--- config.mk ---
export PLATFORM = sky130hd
export DESIGN_NAME = hazard_ctrl_mc
export DESIGN_NICKNAME = d
export VERILOG_FILES = /design/src/rtl/hazard_ctrl_mc_pkg.sv /design/src/rtl/hazard_bypass_unit.sv /design/src/rtl/hazard_ctrl_mc.sv
export SDC_FILE = /design/constraint.sdc
export NUM_CORES = 1
export LEC_CHECK = 0
export BUFFER_PORTS_ARGS = -buffer_cell sky130_fd_sc_hd__buf_2
export CAP_MARGIN = 25
export CORE_UTILIZATION = 42
export DETAILED_ROUTE_END_ITERATION = 16
export PLACE_DENSITY = 0.87
export SYNTH_ARGS = -nofsm -noshare
export SYNTH_HDL_FRONTEND = slang
export SYNTH_SLANG_ARGS = --single-unit
--- constraint.sdc ---
create_clock -name i_clock -period 2.8 [get_ports i_clock]
set_input_delay 0.56 -clock i_clock [delete_from_list [all_inputs] [get_ports i_clock]]
set_output_delay 0.56 -clock i_clock [all_outputs]
set_load 0.01 [all_outputs]
--- src/rtl/hazard_ctrl_mc_pkg.sv ---
// Shared definitions for the pipeline hazard controller: FSM state codes,
// bypass-select codes and the packed bundle of stage-register enables.
// Latency: n/a (types only). Backpressure: n/a.
package hazard_ctrl_mc_pkg;

    // Controller wait states
    typedef enum logic [1:0] {
        ST_RUN   = 2'd0,
        ST_DWAIT = 2'd1,
        ST_IWAIT = 2'd2
    } hz_state_e;

    // Operand bypass selects driven to the EX-stage operand muxes
    localparam logic [1:0] BYP_RF  = 2'b00;  // register file
    localparam logic [1:0] BYP_WB  = 2'b01;  // MEM/WB result
    localparam logic [1:0] BYP_MEM = 2'b10;  // EX/MEM result

    // Every stage-register write enable and NOP-inject, kept together so the
    // priority logic can start from one default and override fields.
    typedef struct packed {
        logic write_pc;
        logic write_ifid;
        logic write_idex;
        logic write_exmem;
        logic write_memwb;
        logic bubble_ifid;
        logic bubble_idex;
        logic bubble_exmem;
        logic bubble_memwb;
    } hz_ctrl_t;

    // Free-running pipeline: everything advances, nothing squashed
    localparam hz_ctrl_t CTRL_ADVANCE = '{
        write_pc:     1'b1,
        write_ifid:   1'b1,
        write_idex:   1'b1,
        write_exmem:  1'b1,
        write_memwb:  1'b1,
        bubble_ifid:  1'b0,
        bubble_idex:  1'b0,
        bubble_exmem: 1'b0,
        bubble_memwb: 1'b0
    };

    // Held in reset: every stage loads a NOP
    localparam hz_ctrl_t CTRL_FLUSH = '{
        write_pc:     1'b1,
        write_ifid:   1'b1,
        write_idex:   1'b1,
        write_exmem:  1'b1,
        write_memwb:  1'b1,
        bubble_ifid:  1'b1,
        bubble_idex:  1'b1,
        bubble_exmem: 1'b1,
        bubble_memwb: 1'b1
    };

endpackage

--- src/rtl/hazard_bypass_unit.sv ---
// Operand bypass select for one EX-stage source register.
// Latency: combinational. Backpressure: none (pure function of inputs).
// Ports: i_rs source reg; i_exmem_*/i_memwb_* producer rd + regwrite; o_sel BYP_* code.
module hazard_bypass_unit
    import hazard_ctrl_mc_pkg::*;
#(
    parameter int REG_AW = 5
) (
    input  logic [REG_AW-1:0] i_rs,
    input  logic [REG_AW-1:0] i_exmem_rd,
    input  logic              i_exmem_regwrite,
    input  logic [REG_AW-1:0] i_memwb_rd,
    input  logic              i_memwb_regwrite,
    output logic [1:0]        o_sel
);

    logic w_hit_mem;
    logic w_hit_wb;

    // x0 is hardwired zero, so a producer targeting it never forwards
    assign w_hit_mem = i_exmem_regwrite && (i_exmem_rd != '0) && (i_exmem_rd == i_rs);
    assign w_hit_wb  = i_memwb_regwrite && (i_memwb_rd != '0) && (i_memwb_rd == i_rs);

    // The younger producer (EX/MEM) holds the newer value and wins
    always_comb begin
        o_sel = BYP_RF;
        if (w_hit_mem) begin
            o_sel = BYP_MEM;
        end else if (w_hit_wb) begin
            o_sel = BYP_WB;
        end
    end

endmodule

--- src/rtl/hazard_ctrl_mc.sv ---
// Stall/flush/bypass controller for the 5-stage RV32 pipeline with I/D caches.
// Latency: enables and bypass selects are combinational from state + inputs; state, redirect flag, watchdog registered.
// Backpressure: D-miss freezes PC..EX/MEM and bubbles MEM/WB; I-miss holds PC/IFID and bubbles ID/EX.
// Ports: i_* pipeline register fields + cache handshakes; o_write_*/o_bubble_* stage enables,
//        o_bypassA/B operand selects, o_redirect_pending, o_wdog_err, o_perf_stall/o_perf_flush.
// Optional: define HZ_PERF_CNT_EN to build the stall/flush counters; otherwise those ports read 0.
module hazard_ctrl_mc
    import hazard_ctrl_mc_pkg::*;
#(
    parameter int REG_AW = 5,
    parameter int WDOG_W = 8,
    parameter int CNT_W  = 32
) (
    input  logic              i_clock,
    input  logic              i_reset,
    input  logic [REG_AW-1:0] i_ifid_rs1,
    input  logic [REG_AW-1:0] i_ifid_rs2,
    input  logic [REG_AW-1:0] i_idex_rs1,
    input  logic [REG_AW-1:0] i_idex_rs2,
    input  logic [REG_AW-1:0] i_idex_rd,
    input  logic [REG_AW-1:0] i_exmem_rd,
    input  logic [REG_AW-1:0] i_memwb_rd,
    input  logic              i_idex_memread,
    input  logic              i_exmem_regwrite,
    input  logic              i_memwb_regwrite,
    input  logic              i_jump_id,
    input  logic              i_pcsrc,
    input  logic              i_icache_ready,
    input  logic              i_dcache_req,
    input  logic              i_dcache_ready,
    output logic              o_write_pc,
    output logic              o_write_ifid,
    output logic              o_write_idex,
    output logic              o_write_exmem,
    output logic              o_write_memwb,
    output logic              o_bubble_ifid,
    output logic              o_bubble_idex,
    output logic              o_bubble_exmem,
    output logic              o_bubble_memwb,
    output logic [1:0]        o_bypassA,
    output logic [1:0]        o_bypassB,
    output logic              o_redirect_pending,
    output logic              o_wdog_err,
    output logic [CNT_W-1:0]  o_perf_stall,
    output logic [CNT_W-1:0]  o_perf_flush
);

    localparam logic [WDOG_W-1:0] WDOG_MAX  = '1;
    localparam logic [WDOG_W-1:0] WDOG_LAST = WDOG_MAX - WDOG_W'(1);

    hz_state_e         r_state;
    logic              r_redirect_pending;
    logic [WDOG_W-1:0] r_wdog_cnt;
    logic              r_wdog_err;

    logic     w_dwait_now;
    logic     w_iwait_now;
    logic     w_run_now;
    logic     w_load_use;
    logic     w_pcsrc_act;
    logic     w_lu_act;
    logic     w_jump_act;
    logic     w_redir_release;
    logic     w_waiting;
    logic     w_wdog_hit;
    hz_ctrl_t w_ctrl;

    // Effective mode for this cycle. A new D-miss freezes in the same cycle it
    // is seen, and a DWAIT releases in the cycle dcache_ready arrives, so the
    // wait decision is taken from the current inputs rather than r_state alone.
    // DWAIT is only entered from RUN; an I-miss release lands in RUN, where a
    // pending MEM-side miss is picked up on the following cycle.
    assign w_dwait_now = ((r_state == ST_RUN)   && i_dcache_req && !i_dcache_ready) ||
                         ((r_state == ST_DWAIT) && !i_dcache_ready);
    assign w_iwait_now = !w_dwait_now && !i_icache_ready;
    assign w_run_now   = !w_dwait_now && !w_iwait_now;

    assign w_load_use = i_idex_memread && (i_idex_rd != '0) &&
                        ((i_idex_rd == i_ifid_rs1) || (i_idex_rd == i_ifid_rs2));

    // Priority: D-wait > taken branch > load-use > jump
    assign w_pcsrc_act = i_pcsrc && !w_dwait_now;
    assign w_lu_act    = w_run_now && !i_pcsrc && w_load_use;
    assign w_jump_act  = w_run_now && !i_pcsrc && !w_load_use && i_jump_id;

    // The fetch returning as IWAIT ends belongs to the old path; squash it
    assign w_redir_release = (r_state == ST_IWAIT) && i_icache_ready && r_redirect_pending;

    always_comb begin
        w_ctrl = CTRL_ADVANCE;
        if (i_reset) begin
            w_ctrl = CTRL_FLUSH;
        end else if (w_dwait_now) begin
            // Hold everything upstream of the stalled MEM access; WB drains a NOP
            w_ctrl.write_pc     = 1'b0;
            w_ctrl.write_ifid   = 1'b0;
            w_ctrl.write_idex   = 1'b0;
            w_ctrl.write_exmem  = 1'b0;
            w_ctrl.bubble_memwb = 1'b1;
        end else begin
            if (w_iwait_now) begin
                w_ctrl.write_pc    = 1'b0;
                w_ctrl.write_ifid  = 1'b0;
                w_ctrl.bubble_idex = 1'b1;
            end
            if (w_pcsrc_act) begin
                // Branch target is loaded even while the I-side is waiting
                w_ctrl.write_pc     = 1'b1;
                w_ctrl.bubble_ifid  = 1'b1;
                w_ctrl.bubble_idex  = 1'b1;
                w_ctrl.bubble_exmem = 1'b1;
            end else if (w_lu_act) begin
                w_ctrl.write_pc    = 1'b0;
                w_ctrl.write_ifid  = 1'b0;
                w_ctrl.bubble_idex = 1'b1;
            end else if (w_jump_act) begin
                w_ctrl.bubble_ifid = 1'b1;
            end
            if (w_redir_release) begin
                w_ctrl.bubble_ifid = 1'b1;
            end
        end
    end

    assign o_write_pc     = w_ctrl.write_pc;
    assign o_write_ifid   = w_ctrl.write_ifid;
    assign o_write_idex   = w_ctrl.write_idex;
    assign o_write_exmem  = w_ctrl.write_exmem;
    assign o_write_memwb  = w_ctrl.write_memwb;
    assign o_bubble_ifid  = w_ctrl.bubble_ifid;
    assign o_bubble_idex  = w_ctrl.bubble_idex;
    assign o_bubble_exmem = w_ctrl.bubble_exmem;
    assign o_bubble_memwb = w_ctrl.bubble_memwb;

    // Wait FSM and wrong-path fetch flag
    always_ff @(posedge i_clock) begin
        if (i_reset) begin
            r_state            <= ST_RUN;
            r_redirect_pending <= 1'b0;
        end else begin
            if (w_dwait_now) begin
                r_state <= ST_DWAIT;
            end else if (w_iwait_now) begin
                r_state <= ST_IWAIT;
            end else begin
                r_state <= ST_RUN;
            end

            if (w_iwait_now && i_pcsrc) begin
                r_redirect_pending <= 1'b1;
            end else if (w_run_now) begin
                r_redirect_pending <= 1'b0;
            end
        end
    end

    assign o_redirect_pending = r_redirect_pending;

    // Miss watchdog: r_wdog_cnt holds the number of consecutive wait cycles
    // before this one, so the timeout is flagged in the cycle that completes
    // the run of 2**WDOG_W-1 waits, then held by the sticky register.
    assign w_waiting  = !i_reset && (w_dwait_now || w_iwait_now);
    assign w_wdog_hit = w_waiting && (r_wdog_cnt == WDOG_LAST);

    always_ff @(posedge i_clock) begin
        if (i_reset) begin
            r_wdog_cnt <= '0;
            r_wdog_err <= 1'b0;
        end else begin
            if (!w_waiting) begin
                r_wdog_cnt <= '0;
            end else if (r_wdog_cnt != WDOG_MAX) begin
                r_wdog_cnt <= r_wdog_cnt + WDOG_W'(1);
            end
            if (w_wdog_hit) begin
                r_wdog_err <= 1'b1;
            end
        end
    end

    assign o_wdog_err = r_wdog_err || w_wdog_hit;

`ifdef HZ_PERF_CNT_EN
    logic [CNT_W-1:0] r_perf_stall;
    logic [CNT_W-1:0] r_perf_flush;
    logic             w_stall_evt;
    logic             w_flush_evt;

    assign w_stall_evt = !i_reset && !w_ctrl.write_pc;
    assign w_flush_evt = !i_reset && (w_pcsrc_act || w_jump_act);

    always_ff @(posedge i_clock) begin
        if (i_reset) begin
            r_perf_stall <= '0;
            r_perf_flush <= '0;
        end else begin
            if (w_stall_evt && (r_perf_stall != '1)) begin
                r_perf_stall <= r_perf_stall + CNT_W'(1);
            end
            if (w_flush_evt && (r_perf_flush != '1)) begin
                r_perf_flush <= r_perf_flush + CNT_W'(1);
            end
        end
    end

    assign o_perf_stall = r_perf_stall;
    assign o_perf_flush = r_perf_flush;
`else
    assign o_perf_stall = '0;
    assign o_perf_flush = '0;
`endif

    hazard_bypass_unit #(.REG_AW(REG_AW)) u_byp_a (
        .i_rs             (i_idex_rs1),
        .i_exmem_rd       (i_exmem_rd),
        .i_exmem_regwrite (i_exmem_regwrite),
        .i_memwb_rd       (i_memwb_rd),
        .i_memwb_regwrite (i_memwb_regwrite),
        .o_sel            (o_bypassA)
    );

    hazard_bypass_unit #(.REG_AW(REG_AW)) u_byp_b (
        .i_rs             (i_idex_rs2),
        .i_exmem_rd       (i_exmem_rd),
        .i_exmem_regwrite (i_exmem_regwrite),
        .i_memwb_rd       (i_memwb_rd),
        .i_memwb_regwrite (i_memwb_regwrite),
        .o_sel            (o_bypassB)
    );

endmodule

==> metrics.cfg, run 1 <==
[worst_setup_path]
critical_path.reg2reg.endpoint = r_wdog_cnt[1]$_SDFFE_PP0P_
startpoint_type = input port
critical_path_arrival_ns = 1.89
critical_path.endpoint_type = output pin
critical_path_peak_fanout = 3
regToRegSetupSlack_ns = 1.47
r2r-start = r_wdog_cnt[0]$_SDFFE_PP0P_
timing.setup.critical_path_class = input port to output pin
timing.critical_path.required_ns = 2.24
worst-r2r-cell-count = 3

[cts]
cts_buffer_depth = 2
clock_latency_ns = 0.28
number_of_h_tree_levels = 1
cts.hold.buffers_added = 0
cts_sink_count = 12
cts_post_setup_buffers_inserted = 0
cts.repair.resized = 0
worst_setup_hold_path_clk_slew_ns = 0.06
cts_made_buffers = 3
tritoncts = yes
cts_root_buffer = clkbuf_4

[global_route]
grt_util_overall = 0.1411
first_global_vias = 957
globalRouteOverflowTotal = 0
grt_first_pass_wirelength_um = 3933
antenna_found_initial = 0
grt_start_max_net_pins = 10

[sta]
setup-tns-final_ns = 0
layout_min_cycle_time_ns = 2.446
finalHoldViolations = 0
final.setup_skew_ns = 0.006655
timing.fmax_mhz = 408.9
worst-slew-pin-transition_ns = 0.5119
relSlewSlack = 0.6564
drv_slew = 0
final_min_period_over_clock_period = 0.8734
final-setup-viol-count = 0
timing.final.ws_setup_ns = 0.3544
fin_hold_ws_ns = 0.4814
rsz0062_at_grt = false

[die]
dieHeight_um = 61.29
ioPinCount = 124
placement_rows = 21
dieArea_sq_um = 3756
fp.coreArea_sq_um = 3363
initial_core_util = 0.4390
die-width_um = 61.29

[hold_path]
hold-path-endpoint = r_wdog_cnt[4]$_SDFFE_PP0P_
worst_hold_path.num_cells = 2
timing.hold.worst.class = flip-flop to flip-flop
min-delay-start = r_wdog_cnt[4]$_SDFFE_PP0P_

[route]
routed_wirelength_um = 2727
drt_iter0_drc = 28
via_count = 1220
antenna_left = 0
routedWlPerCell_um = 9.602
route.detailed.drc = 0
drt-pass1-iter-count = 4
routed_via_density = 4.296

[yosys]
synth_top_area_share = 0.3458
synth-edff-count = 0
syn-instance-count = 182
syn-mean-instance-area_sq_um = 8.112
number_of_synthesis_warnings = 0
netlist_top_cells_area = buf_4 35%, dfxtp_1 16%, xor2_1 11%, xnor2_1 8.9%, nand3_1 3.1%
synth.yosys.seq_area_share = 0.1627
post_synth_instance_area_sq_um = 1476
synth_top_cell_by_area = buf_4
count_of_different_cell_masters_after_synthesis = 32
synth.ff_latch_count = 12
synth-async-reset-ratio = 0
synth_ff_type = dfxtp_1

[status]
status = finished, final reports clean

[place]
gp_congestion = 0.7790
place.detailed.hpwl_um = 2289
dpl_worst_slack_ns = 0.3591
portBuffers = 58

[final_layout]
share_of_post_route_cells_with_drive_strength_above_1 = 0.2815
nNetsFinal = 287
synthToLayoutAreaGrowth_pct = 6.780
layout.core_utilization = 0.4688
diodes = 0

[run]
max-cap-violations = 0

[power_and_ir_drop]
leakagePower_uw = 0.0007985
peakVddDrop_v = 0.0002771
pwr_density_cell_nw_per_um2 = 288.6

area by class of cell:
type,count,area [sq um]
fill,336,1787
multi-input combinational,160,943.4
timing repair buffer,59,297.8
sequential,12,240.2
tap,46,57.56
clock buffer,3,22.52
inverter,4,15.01
worst max-delay path by stage:
| stage | from | end | slack, ns | cells after the start |
|---|---|---|---|---|
| floorplan | i_exmem_rd[1] | o_bypassA[0] | 0.57 | 4 |
| global placement | i_exmem_rd[1] | o_bypassA[0] | 0.39 | 6 |
| detailed placement | i_exmem_rd[1] | o_bypassA[0] | 0.36 | 6 |
| CTS | i_exmem_rd[1] | o_bypassA[0] | 0.36 | 6 |
| global route | i_idex_rd[0] | o_bubble_ifid | 0.24 | 7 |
| finish | i_exmem_rd[1] | o_bypassA[0] | 0.35 | 6 |
through the flow:
stage	area (sq um)	total power, uW	instances
2_1_floorplan	1713	353.9	245
3_3_place_gp	1554	349.2	281
3_5_place_dp	1554	352.6	281
4_1_cts	1577	456.4	284
5_1_grt	1577	486.6	284
6_report	1577	455.0	284
flip-flops by register name, indices dropped and copies added, names as in the netlist:
signal / cells
r_wdog_err: 1
r_wdog_cnt: 8
o_redirect_pending: 1
r_state: 2
critical path: stages:
cell,delay [ns]
buf_2,0.12
or4_1,0.54
o21ai_2,0.15
nor4_1,0.10
nor4_2,0.26
buf_2,0.16
cell families (layout without fill, tap and decap cells):
group | count (synthesis) | in the layout | synth area share
buffers and inverters | 73 | 66 | 0.3585
AND/OR/NAND/NOR | 39 | 39 | 0.1525
XOR/XNOR | 34 | 34 | 0.2017
AO/OA/AOI/OAI | 19 | 19 | 0.09576
flip-flops | 12 | 12 | 0.1627
adder cells (fa/ha/maj) | 2 | 2 | 0.01695
other | 2 | 65 | 0.005087
multiplexers | 1 | 1 | 0.006780
synth_stat cells, types with 4 or more instances:
cell	n
nor2_1	8
nor3_1	4
xnor2_1	15
xor2_1	19
and3_1	4
dfxtp_1	12
inv_1	4
buf_4	68
a21oi_1	4
or4_1	5
nand3_1	9
power by group:
| part | switching [uW] | internal, uW | total (uW) | leakage [uW] |
|---|---|---|---|---|
| Sequential | 4.47 | 175 | 180 | 0.0000976 |
| Combinational | 105 | 65.8 | 171 | 0.000687 |
| Clock | 54.7 | 49.9 | 105 | 0.0000138 |
layout by cell type, fill, tap and decap left out, types with 2 or more instances in the layout:
cell,instances
inv_1,4
ha_1,2
nand3_1,9
clkbuf_4,3
a21oi_1,4
nor4_2,2
nand2_1,2
nor4_1,2
and3_1,4
buf_2,58
conb_1,65
a211oi_1,2
nor2_1,8
a21o_1,2
nor3_1,4
or4_1,5
a31oi_1,2
dfxtp_1,12
o21ai_1,2
xor2_1,19
xnor2_1,15
routing by layer:
metal | track usage | routed length [um] | up-vias
li1 | - | - | 593
met1 | 0.1390 | 1016 | 546
met2 | 0.2842 | 1402 | 77
met3 | 0.01891 | 262 | 4
met4 | 0.06818 | 46 | 0
met5 | 0 | 0 | -
(Power assumes the default switching activity.)
==> inputs of run 2 (changes only) <==
Settings changed: ABC_CLOCK_PERIOD_IN_PS set to 2600, CORE_UTILIZATION 42 to 39, PLACE_DENSITY 0.87 to 0.81.
Clock period 2.8 ns to 2.6 ns, I/O delays scaled along.
==> metrics.cfg, run 2 (synthesis gave the netlist of run 1 again) <==
[route]
met1_length_um = 1010
routed_wirelength_um = 2700
wl_met2_um = 1441
antenna_left = 0
dr.max_layer_used = met4
routed_via_density = 4.208
route.detailed.drc = 0
via_count = 1195
routedWlPerCell_um = 9.507
wl_met3_um = 241
drt-pass1-iter-count = 4
drt_iter0_drc = 22

[worst_setup_path]
r2r-start = r_state[0]$_SDFF_PP0_
critical_path_buf_inv_count = 2
critical_path_arrival_ns = 1.85
timing.critical_path.required_ns = 2.08
worst-r2r-cell-count = 4
worst_path_top_cell_family_by_delay = simple AND/OR/NAND/NOR gates
regToRegSetupSlack_ns = 1.31
timing.setup.critical_path_class = input port to output pin
startpoint_type = input port
critical_path.most_common_cell = buf_2
critical_path_peak_fanout = 3
critical_path.cell_chain = buf_2 -> or4_1 -> o21ai_2 -> nor4_1 -> nor4_2 -> buf_2
worst_path_largest_cell_delay_ns = 0.55
critical_path.endpoint_type = output pin
worst_path_max_delay_cell = or4_1
critical_path.reg2reg.endpoint = r_wdog_cnt[1]$_SDFFE_PP0P_

[sta]
timing.fmax_mhz = 421.3
rsz0062_at_grt = false
setup-tns-final_ns = 0
fin_hold_ws_ns = 0.4790
layout_min_cycle_time_ns = 2.374
drv_slew = 0
final-setup-viol-count = 0
finalHoldViolations = 0
final_min_period_over_clock_period = 0.9130
final.setup_skew_ns = 0.001500

[final_layout]
layout.core_utilization = 0.4600
synthToLayoutAreaGrowth_pct = 8.051
registers.top_by_ff_count = r_wdog_cnt
top_regs = r_wdog_cnt: 8 flops, r_state: 2 flops
share_of_post_route_cells_with_drive_strength_above_1 = 0.2815
cell_area_after_layout_sq_um = 1595
largest_register_ff_count = 8
final_common_cell = conb_1
diodes = 0
most-common-layout-cells = 65 x conb_1, 58 x buf_2, 19 x xor2_1, 15 x xnor2_1, 12 x dfxtp_1
nNetsFinal = 287

[cts]
worst_setup_hold_path_clk_slew_ns = 0.05
cts_buffer_depth = 2
cts.hold.buffers_added = 0
cts_post_setup_buffers_inserted = 0
cts_root_buffer = clkbuf_8
clock_latency_ns = 0.23
tritoncts = yes
cts_made_buffers = 3
cts.repair.resized = 0
cts_sink_count = 12
number_of_h_tree_levels = 1

[die]
fp.coreArea_sq_um = 3468
placement_rows = 21
dieArea_sq_um = 4035
initial_core_util = 0.4257
die-width_um = 63.53
dieHeight_um = 63.53
ioPinCount = 124

[global_route]
grt_first_pass_wirelength_um = 4098
grt_util_overall = 0.1234
grt_start_max_net_pins = 10
first_global_vias = 989
antenna_found_initial = 0
globalRouteOverflowTotal = 0

[power_and_ir_drop]
peakVddDrop_v = 0.0003418
pwr-share-clk = 0.294
finalPower_uw = 535.3
combinationalPowerShare = 0.344
switchingPower_uw = 173.9
power_report.internal_total_uw = 361.4
leakagePower_uw = 0.0008063
switching_share = 0.3249
share_seq_of_total_power = 0.363
pwr_density_cell_nw_per_um2 = 335.6

[place]
portBuffers = 58
postPlaceCellArea_sq_um = 1554
place.detailed.hpwl_um = 2391
gp_congestion = 0.8009

[run]
max-cap-violations = 0

[hold_path]
worst_hold_path.num_cells = 2
hold-path-endpoint = r_wdog_cnt[4]$_SDFFE_PP0P_
min-delay-start = r_wdog_cnt[4]$_SDFFE_PP0P_
timing.hold.worst.class = flip-flop to flip-flop

[status]
status = finished, final reports clean

## run 2: cell counts in the layout (fill, tap and decap cells not counted)
No cell type changed its count.
## run 2: final cells by class
| class | count | area [sq um] |
|---|---|---|
| multi-input cells | 160 | 943.4 |
| well taps | 46 | 57.56 |
| flip-flops and latches | 12 | 240.2 |
| repair buffers | 59 | 297.8 |
| inverters | 4 | 15.01 |
| fillers | 348 | 1873 |
| clock buffers | 3 | 41.29 |
## run 2: how the worst max path moves through the flow
stage / from / to / slack [ns] / cells after the start
after global placement: i_exmem_rd[1] / o_bypassA[0] / 0.27 / 6
after CTS: i_exmem_rd[1] / o_bypassA[0] / 0.22 / 6
after global routing: i_exmem_rd[1] / o_bypassA[0] / 0.16 / 6
after floorplan: i_exmem_rd[1] / o_bypassA[0] / 0.45 / 4
after detailed placement: i_exmem_rd[1] / o_bypassA[0] / 0.22 / 6
final: i_exmem_rd[1] / o_bypassA[0] / 0.23 / 6
## run 2: tightest hold or removal path, delay by kind of cell, from the launching register on
family                 cells  cell delay [ns]
buffers and inverters      1             0.06
AO/OA/AOI/OAI              1             0.06
flip-flops                 1             0.30
## run 2: per-stage QoR
step                std cells  setup WS [ns]
finish                    284         0.2262
detailed placement        281         0.2189
floorplan                 245         0.4547
global route              284         0.1564
global placement          281         0.2678
CTS                       284         0.2185
## run 2: metal layers
layer | global-route usage | vias to the layer above
li1 | - | 593
met5 | 0 | -
met2 | 0.2420 | 63
met1 | 0.1291 | 537
met3 | 0.02536 | 2
met4 | 0.03409 | 0
## run 2: power groups by stage
stage | Combinational (uW) | Clock, uW | Sequential (uW)
2_1_floorplan | 184 | 0 | 197
3_3_place_gp | 180 | 0 | 197
3_5_place_dp | 182 | 0 | 198
4_1_cts | 183 | 162 | 194
5_1_grt | 203 | 171 | 195
6_report | 184 | 157 | 194
